**config.mk**
```make
export PLATFORM = sky130hd
export DESIGN_NAME = mem_access_unit
export DESIGN_NICKNAME = d
export VERILOG_FILES = /design/src/rtl/mem_access_unit.sv
export SDC_FILE = /design/constraint.sdc
export NUM_CORES = 1
export LEC_CHECK = 0
export CAP_MARGIN = 20
export CORE_AREA = 2 2 121 123
export DETAILED_ROUTE_END_ITERATION = 8
export DIE_AREA = 0 0 123 125
export HOLD_SLACK_MARGIN = 0.05
export PLACE_DENSITY = 0.83
export SLEW_MARGIN = 20
export SYNTH_ARGS = -nofsm -noshare
export SYNTH_HDL_FRONTEND = slang
export SYNTH_SLANG_ARGS = --single-unit
```
**constraint.sdc**
```tcl
create_clock -name clk -period 2.4 [get_ports clk]
set_clock_uncertainty 0.15 [all_clocks]
set_input_delay 0.72 -clock clk [delete_from_list [all_inputs] [get_ports clk]]
set_output_delay 0.72 -clock clk [all_outputs]
set_load 0.05 [all_outputs]
```
**src/rtl/mem_access_unit.sv**
```systemverilog
// mem_access_unit: load/store controller between the CPU datapath and a
// single-port, word-organised data memory (combinational read, posedge write).
// Byte-addressed LB/LBU/LH/LHU/LW/SB/SH/SW requests become word accesses;
// sub-word stores use read-modify-write; misaligned or illegal-size requests
// are answered with resp_err and never reach memory.
//
// Ports:
//   clk, rst        clock, synchronous active-high reset
//   req_*           request handshake and payload (accepted in IDLE only)
//   resp_*          one-cycle completion pulse with load data / error flag
//   mem_*           data memory interface (word index, write enable, data)
//
// Optional build macro MEM_ACCESS_STATS_EN adds stat_loads, stat_stores and
// stat_errs completion counters (32 bit, wrapping).
module mem_access_unit #(
    parameter int unsigned ADDR_W    = 32,
    parameter int unsigned MEM_IDX_W = 6
) (
    input  logic              clk,
    input  logic              rst,
    input  logic              req_valid,
    output logic              req_ready,
    input  logic              req_store,
    input  logic [1:0]        req_size,
    input  logic              req_unsigned,
    input  logic [ADDR_W-1:0] req_addr,
    input  logic [31:0]       req_wdata,
    output logic              resp_valid,
    output logic [31:0]       resp_rdata,
    output logic              resp_err,
    output logic              mem_we,
    output logic [31:0]       mem_addr,
    output logic [31:0]       mem_wdata,
    input  logic [31:0]       mem_rdata
`ifdef MEM_ACCESS_STATS_EN
    ,
    output logic [31:0]       stat_loads,
    output logic [31:0]       stat_stores,
    output logic [31:0]       stat_errs
`endif
);

    // Byte-address bits that actually select a location; higher bits wrap.
    localparam int unsigned BA_W = MEM_IDX_W + 2;

    localparam logic [1:0] SZ_B = 2'b00;
    localparam logic [1:0] SZ_H = 2'b01;
    localparam logic [1:0] SZ_W = 2'b10;

    typedef enum logic [1:0] {
        S_IDLE,
        S_ACCESS,
        S_WRITE,
        S_RESP
    } state_t;

    state_t            state_q, state_d;
    logic              store_q, store_d;
    logic [1:0]        size_q, size_d;
    logic              unsigned_q, unsigned_d;
    logic [BA_W-1:0]   addr_q, addr_d;
    logic [15:0]       wdata_q, wdata_d;

    logic              req_ready_d;
    logic              resp_valid_d;
    logic [31:0]       resp_rdata_d;
    logic              resp_err_d;
    logic              mem_we_d;
    logic [31:0]       mem_wdata_d;

    logic              misalign_c;
    logic [7:0]        lane_b_c;
    logic [15:0]       lane_h_c;
    logic [31:0]       load_c;
    logic [31:0]       merge_c;

    // Upper address bits are intentionally ignored (address wrap).
    logic              unused_addr_hi;
    assign unused_addr_hi = ^req_addr[ADDR_W-1:BA_W];

    // Word index comes straight from the latched address register.
    assign mem_addr = 32'(addr_q[BA_W-1:2]);

    // Alignment / legality check on the incoming request.
    always_comb begin
        misalign_c = 1'b0;
        case (req_size)
            SZ_B:    misalign_c = 1'b0;
            SZ_H:    misalign_c = req_addr[0];
            SZ_W:    misalign_c = |req_addr[1:0];
            default: misalign_c = 1'b1;
        endcase
    end

    // Lane extraction and sign/zero extension for loads.
    always_comb begin
        lane_b_c = mem_rdata[{addr_q[1:0], 3'b000} +: 8];
        lane_h_c = mem_rdata[{addr_q[1], 4'b0000} +: 16];
        case (size_q)
            SZ_B:    load_c = unsigned_q ? {24'd0, lane_b_c} : {{24{lane_b_c[7]}}, lane_b_c};
            SZ_H:    load_c = unsigned_q ? {16'd0, lane_h_c} : {{16{lane_h_c[15]}}, lane_h_c};
            default: load_c = mem_rdata;
        endcase
    end

    // Read-modify-write merge: replace only the target lane of the read word.
    always_comb begin
        merge_c = mem_rdata;
        if (size_q == SZ_B) begin
            merge_c[{addr_q[1:0], 3'b000} +: 8] = wdata_q[7:0];
        end else begin
            merge_c[{addr_q[1], 4'b0000} +: 16] = wdata_q;
        end
    end

    // Next-state and next-output logic; outputs are registered from *_d.
    always_comb begin
        state_d      = state_q;
        store_d      = store_q;
        size_d       = size_q;
        unsigned_d   = unsigned_q;
        addr_d       = addr_q;
        wdata_d      = wdata_q;
        resp_rdata_d = resp_rdata;
        resp_err_d   = 1'b0;
        mem_we_d     = 1'b0;
        mem_wdata_d  = mem_wdata;

        case (state_q)
            S_IDLE: begin
                if (req_valid) begin
                    store_d    = req_store;
                    size_d     = req_size;
                    unsigned_d = req_unsigned;
                    addr_d     = req_addr[BA_W-1:0];
                    wdata_d    = req_wdata[15:0];
                    if (misalign_c) begin
                        state_d      = S_RESP;
                        resp_err_d   = 1'b1;
                        resp_rdata_d = 32'd0;
                    end else begin
                        state_d = S_ACCESS;
                        // Full-word store writes during the ACCESS cycle.
                        if (req_store && req_size == SZ_W) begin
                            mem_we_d    = 1'b1;
                            mem_wdata_d = req_wdata;
                        end
                    end
                end
            end
            S_ACCESS: begin
                if (!store_q) begin
                    resp_rdata_d = load_c;
                    state_d      = S_RESP;
                end else if (size_q == SZ_W) begin
                    resp_rdata_d = 32'd0;
                    state_d      = S_RESP;
                end else begin
                    // mem_wdata doubles as the merge register for the WRITE cycle.
                    mem_wdata_d = merge_c;
                    mem_we_d    = 1'b1;
                    state_d     = S_WRITE;
                end
            end
            S_WRITE: begin
                resp_rdata_d = 32'd0;
                state_d      = S_RESP;
            end
            S_RESP: begin
                state_d = S_IDLE;
            end
            default: begin
                state_d = S_IDLE;
            end
        endcase

        resp_valid_d = (state_d == S_RESP);
        req_ready_d  = (state_d == S_IDLE);
    end

    // State, request latches and registered outputs.
    always_ff @(posedge clk) begin
        if (rst) begin
            state_q    <= S_IDLE;
            store_q    <= 1'b0;
            size_q     <= 2'b00;
            unsigned_q <= 1'b0;
            addr_q     <= '0;
            wdata_q    <= 16'd0;
            req_ready  <= 1'b1;
            resp_valid <= 1'b0;
            resp_rdata <= 32'd0;
            resp_err   <= 1'b0;
            mem_we     <= 1'b0;
            mem_wdata  <= 32'd0;
        end else begin
            state_q    <= state_d;
            store_q    <= store_d;
            size_q     <= size_d;
            unsigned_q <= unsigned_d;
            addr_q     <= addr_d;
            wdata_q    <= wdata_d;
            req_ready  <= req_ready_d;
            resp_valid <= resp_valid_d;
            resp_rdata <= resp_rdata_d;
            resp_err   <= resp_err_d;
            mem_we     <= mem_we_d;
            mem_wdata  <= mem_wdata_d;
        end
    end

`ifdef MEM_ACCESS_STATS_EN
    // Completion counters, bumped once in each RESP cycle.
    always_ff @(posedge clk) begin
        if (rst) begin
            stat_loads  <= 32'd0;
            stat_stores <= 32'd0;
            stat_errs   <= 32'd0;
        end else if (state_q == S_RESP) begin
            if (resp_err) begin
                stat_errs <= stat_errs + 32'd1;
            end else if (store_q) begin
                stat_stores <= stat_stores + 32'd1;
            end else begin
                stat_loads <= stat_loads + 32'd1;
            end
        end
    end
`endif

endmodule
```
## Yosys cells after proc, flatten, opt, wreduce, memory -nomap -nowiden

Index checks and enable logic that the tools add are counted.

| operators by class | value |
|---|---|
| $add $sub $neg | 2 |
| multipliers | 0 |
| div/mod/pow operators | 0 |
| order comparisons | 0 |
| equality and inequality tests | 15 |
| shifts and indexed selects | 6 |
| muxes and demuxes | 30 |
| bitwise operators | 2 |
| reduce and logical (&&, ||, !) cells | 12 |

Operators with widths:

| operator | count |
|---|---|
| two-way mux 32 bit | 12 |
| case mux 32 bit (2 select lines) | 2 |
| case mux 32 bit (3 select lines) | 1 |
| bitwise mux 32 bit | 2 |
| variable shift 16 x 7 -> 32 bit (first input constant) | 1 |
| variable shift 8 x 7 -> 32 bit (first input constant) | 1 |
| indexed part select 16 x 7 -> 32 bit | 1 |
| indexed part select 32 x 6 -> 16 bit | 1 |
| indexed part select 32 x 6 -> 8 bit | 1 |
| indexed part select 8 x 7 -> 32 bit | 1 |
| negation 5 -> 7 bit | 2 |
| != test 2 bit (second input constant) | 6 |
| == test 2 bit (second input constant) | 5 |
| logical NOT 2 bit | 4 |
| two-way mux 1 bit | 8 |
| case mux 2 bit (4 select lines) | 1 |
| == test 2 x 1 -> 1 bit (second input constant) | 3 |
| AND reduction 6 bit | 1 |
| two-way mux 2 bit | 2 |
| AND reduction 4 bit | 1 |
| != test 3 bit (second input constant) | 1 |
| case mux 1 bit (3 select lines) | 1 |
| nonzero test 3 bit | 1 |
| OR reduction 3 bit | 1 |
| 6 further kinds | 7 |

| storage, ports and cells | value |
|---|---|
| flip-flop bits (word level) | 98 |
| latch bits | 0 |
| RAM bits | 0 |
| memory bits (read-only) | 0 |
| output and inout port bits | 100 |
| word-level logic and storage cells | 79 |
| memories kept | 0 |

## Logic depth before layout (Yosys ltp)

| depth | value |
|---|---|
| word-level depth | 7 |
| gate-level depth with buffers | 10 |
| gate-level depth less buffers | 6 |

## Worst setup path after synthesis

OpenSTA, ideal clock, no wires.

| timing path | value |
|---|---|
| kind | register -> register |
| start | reg addr_q[1] |
| end | reg mem_wdata[15] |
| setup time | 88 ps |
| data arrival time | 2,082 ps |
| required time | 2,162 ps |
| setup slack | 79 ps |
| cell stages (with the launch flop) | 10 |
| buffers on the path | 3 |
| cells stage by stage | dfxtp_1 buf_6 buf_2 inv_1 ha_1 buf_2 or3b_2 o221ai_1 nand3_1 a311oi_2 |

| on the way | value |
|---|---|
| longest elaborated chain between the ends | 7 |

Ends and longest elaborated chain:

| element | line | source |
|---|---|---|
| start: declaration | 61 | `logic [BA_W-1:0] addr_q, addr_d;` |
| start signal: assignment | 201 | `addr_q <= addr_d;` |
| negation 5 -> 7 bit, on equally long branches | 112, 110 |  |
| indexed part select 16 x 7 -> 32 bit, or another cell as far along | 112 | `merge_c[{addr_q[1], 4'b0000} +: 16] = wdata_q;` |
| bitwise mux 32 bit, on equally long branches | 112, 110 |  |
| two-way mux 32 bit (*) | 109 | `if (size_q == SZ_B) begin` |
| two-way mux 32 bit (*) | 155 | `end else if (size_q == SZ_W) begin` |
| two-way mux 32 bit (*) | 152 | `if (!store_q) begin` |
| case mux 32 bit (2 select lines) (*) | 129 | `case (state_q)` |
| end signal: assignment | 208 | `mem_wdata <= mem_wdata_d;` |
| end: declaration | 33 | `output logic [31:0] mem_wdata,` |

Mark *: on every way between the ends. The rest lies on a longest branch, timed or not. The select of a mux whose other input is x is not followed.
A chain may end at the register's enable or synchronous reset.

## Final worst setup path

| timing path | value |
|---|---|
| start | reg addr_q[6] |
| end | out mem_addr[4] |

RTL lines:

| element | line | source |
|---|---|---|
| end: declaration | 32 | `output logic [31:0] mem_addr,` |

No word-level cell between the ends.

==> reports/summary.md <==
The flow ran to the end, and the final reports show no timing, DRC or antenna violations. The most critical setup path has its startpoint at addr_q[6]$_SDFFE_PP0P_. In this run the worst path has a maximum fanout of 2. The die is 125 µm tall. The run gives 1,021 as the count of placed standard cells in the final layout, fillers left out. Max-cap violations in this run came to 0. Synthesis produced 691 cells. The starting utilization of the core area was 0.4075. The max-slew violation total from the final report is 0, and the number of top-level pins is 203.

The logs give 5 for the iteration count of the initial detailed-routing pass and 52 for the largest net degree at the start of global routing. In this run the core area contains 44 standard-cell rows. The leakage power figure was 3.061 nW; the mean area per synthesized cell was 8.376 µm². The die footprint is 15,380 µm². Largest area contributor in the synthesized netlist: sky130_fd_sc_hd__dfxtp_1. Including well taps, the total number of placed cells is 1,005. The largest single stage delay on the critical path is 0.81 ns.

CTS placed an instance of sky130_fd_sc_hd__clkbuf_16 at the clock tree root. The run gives 0 as the hold buffer count at cts. The detail route stage leaves a number of antenna-violating nets equal to 0. The aggregate global-route resource usage was 0.2367; the wire length of the first global-routing pass was 28,740 µm. The post-synthesis register bit count is 98.

Power spread over the standard cell area amounts to 1073 nW/µm². After legalization and detailed placement, the total HPWL measured 13,460 µm. The layout cell share with drive strength beyond 1 was 0.1924; the number of antenna violations at the first check in global routing was 0. The congestion estimate from routability-driven global placement came to 0.9168. The critical path depth in cells came out at 1. The number of library cell types mapped by synthesis is 54, and the clock edge transition at the registers on the reported setup and hold paths is 0.06 ns. After synthesis, the cell types taking the most area are sky130_fd_sc_hd__dfxtp_1, sky130_fd_sc_hd__nand2_1, sky130_fd_sc_hd__a21oi_1, sky130_fd_sc_hd__mux2i_1, sky130_fd_sc_hd__buf_4. The synthesized design contains 0 enable-type register cells. The maximum ir drop on the vdd rail came out at 0.4386 mV.

Setup violations remaining at the end of the flow were counted as 0. The critical path is of the reg2out type. For the worst setup path, the data arrival time is 1.49 ns. TritonCTS built the clock tree. The worst setup path is captured at a primary output.

Worst hold path startpoint: addr_q[4]$_SDFFE_PP0P_. The endpoint of the worst setup timing path is mem_addr[4]. CTS built an H-tree with a depth of 3.

For the final hold violation count, the log shows 0. By instance count, the leading cell after synthesis is sky130_fd_sc_hd__nand2_1. The detailed router finished its first iteration with 670 violations. Synthesis-to-finish area growth: 33.16%.

The tools report the remaining max-slew budget at the tightest pin as 0.5857. The routed wirelength normalized by instance count came out at 17.84 µm. Required time of the worst setup path: 1.53 ns.

The number of global-route vias before repair was 5,558. The startpoint kind of the worst setup timing path is a flop. In this run the post-CTS setup repair buffer count came out at 0. Static timing analysis puts the maximum clock frequency at 423.5 MHz. The class of the worst hold path was reg2reg. The shortest clock period the worst path allows after layout came out at 2.361 ns. The share of the synthesized area in the top cell type was 0.3390; the number of CTS-inserted buffers was 9. The tools report the reg-to-reg critical path endpoint as mem_wdata[17]$_SDFFE_PP0P_. Dividing the detail-routed via count by the number of cells gives 5.690.

The filler cell count is 1,277. The width of the chip came out at 123 µm. The fraction of registers with async set or reset after synthesis is 0, and the count of warnings emitted by yosys is 0.

Utilization of the core after routing: 0.5426. The largest delay contributor family on the critical path is buffers and inverters. The wire length after detailed routing was 18,210 µm. Traced cell by cell, the critical path runs through clkdlybuf4s50_1. For the count of instances resized after the clock tree is built, the log shows 0.

The logs give 0 for the DRC violations left and 0.35 ns for the clock insertion delay at the later pin of the skew report. The area of the placeable core is 14,200 µm², and the number of vias after detailed routing is 5,810. The post-synthesis sequential area ratio is 0.3390. For this design, the slowest cell found on the critical path is sky130_fd_sc_hd__clkdlybuf4s50_1.

The number of inserted diodes came out at 0. Final global-route overflow total: 0. The most used flip-flop cell after synthesis is sky130_fd_sc_hd__dfxtp_1. During placement, the flow inserted port buffers numbering 152.

The mapped netlist covers 5788 µm². The maximum number of buffers from clock root to sink came out at 2. At the pin with the least slew margin, the transition time is 0.6215 ns. The part of the cycle the worst path needs is 0.9838, and the number of cells traversed by the worst register-to-register path is 6. The tools report the beginning of the worst register-to-register path as addr_q[1]$_SDFFE_PP0P_.

Counting instances in the post-synthesis netlist gives the leading cell types as sky130_fd_sc_hd__nand2_1, sky130_fd_sc_hd__dfxtp_1, sky130_fd_sc_hd__a21oi_1. Number of buffer and inverter stages on the critical path: 1. The clock sink count was 98; the minimum setup slack among reg-to-reg paths was 0.23 ns.

The final layout contains 945 nets.
[worst reg2reg max path, delay by kind of cell, from the launching register on]
family	cells	cell delay, ns
AOI/OAI and AO/OA	2	0.54
adders and majority gates	1	0.35
buffers and inverters	1	0.10
DFF	1	0.34
and+or+nand+nor	2	0.62
[power by group]
group          internal, mW  switching, mW  total, mW  leakage, nW
Combinational          1.61           2.93       4.54         2.12
Sequential             1.99          0.250       2.24        0.799
Clock                 0.842          0.649       1.49        0.146
Total                  4.44           3.83       8.27         3.06
[sequential cells by signal, indices dropped and copies added, names as in the netlist]
signal and cells:
mem_we 1, resp_valid 1, store_q 1, resp_rdata 32, wdata_q 16, resp_err 1, mem_wdata 32, req_ready 1
size_q 2, addr_q 8, unsigned_q 1, state_q 2
[logic make-up after synthesis]
| family | after synthesis | synth area share |
|---|---|---|
| buffers and inverters | 125 | 0.1146 |
| flip-flops | 98 | 0.3390 |
| other | 1 | 0.0006479 |
| multiplexers | 43 | 0.07804 |
| AND/OR/NAND/NOR | 193 | 0.1522 |
| adder cells (fa/ha/maj) | 10 | 0.02162 |
| AO/OA/AOI/OAI | 221 | 0.2940 |
[placed cells by master (no fill, tap or decap), types with 8 or more instances in the layout]
cell / n
sky130_fd_sc_hd__a221o_1: 9
sky130_fd_sc_hd__a211oi_1: 8
sky130_fd_sc_hd__a21oi_1: 71
sky130_fd_sc_hd__a311oi_1: 12
sky130_fd_sc_hd__o21ai_0: 15
sky130_fd_sc_hd__dfxtp_1: 97
sky130_fd_sc_hd__ha_1: 10
sky130_fd_sc_hd__nand2_1: 127
sky130_fd_sc_hd__clkbuf_16: 9
sky130_fd_sc_hd__o2bb2ai_1: 24
sky130_fd_sc_hd__a22oi_1: 8
sky130_fd_sc_hd__o221ai_1: 24
sky130_fd_sc_hd__o211ai_1: 8
sky130_fd_sc_hd__inv_1: 31
sky130_fd_sc_hd__conb_1: 26
sky130_fd_sc_hd__mux2i_1: 35
sky130_fd_sc_hd__nand3_1: 19
sky130_fd_sc_hd__a311oi_2: 12
sky130_fd_sc_hd__a222oi_1: 8
sky130_fd_sc_hd__clkdlybuf4s50_1: 85
sky130_fd_sc_hd__buf_4: 99
sky130_fd_sc_hd__a32o_1: 8
sky130_fd_sc_hd__nor2_1: 8
[how the worst min path moves through the flow]
stage                                        to  slack, ns  depth (start not counted)
floorplan                addr_q[2]$_SDFFE_PP0P_       0.29                          2
global placement         addr_q[3]$_SDFFE_PP0P_       0.29                          2
detailed placement       addr_q[4]$_SDFFE_PP0P_       0.30                          2
CTS                      addr_q[4]$_SDFFE_PP0P_       0.31                          2
global route        resp_rdata[14]$_SDFFE_PP0P_       0.33                          1
finish                   addr_q[4]$_SDFFE_PP0P_       0.30                          2
[through the flow]
step | TNS [ns] | power (mW) | hold WS [ns] | setup slack, ns | area (µm²)
6_report | 0 | 8.269 | 0.3046 | 0.03885 | 7707
2_1_floorplan | 0 | 5.453 | 0.2867 | 0.07935 | 5882
5_1_grt | -0.002231 | 8.730 | 0.3336 | -0.002231 | 7707
3_3_place_gp | -12.20 | 6.689 | 0.2922 | -0.2369 | 7376
4_1_cts | 0 | 8.267 | 0.3064 | 0.01160 | 7682
3_5_place_dp | -13.49 | 6.764 | 0.3002 | -0.2971 | 7376
[routing by layer]
layer	global-route usage	up-vias	part of all wire
li1	-	2749	-
met1	0.2940	2707	0.39
met2	0.3724	297	0.47
met3	0.06068	57	0.084
met4	0.1283	0	0.051
met5	0	-	0
[layout make-up]
type,instances,area (µm²),share of cell area
multi-input combinational,493,3273,0.4247
sequential,98,1963,0.2547
timing repair buffer,198,1814,0.2354
clock buffer,11,242.7,0.03149
tap,184,230.2,0.02987
inverter,32,120.1,0.01558
clock inverter,5,63.81,0.008279
(Power assumes the default switching activity.)
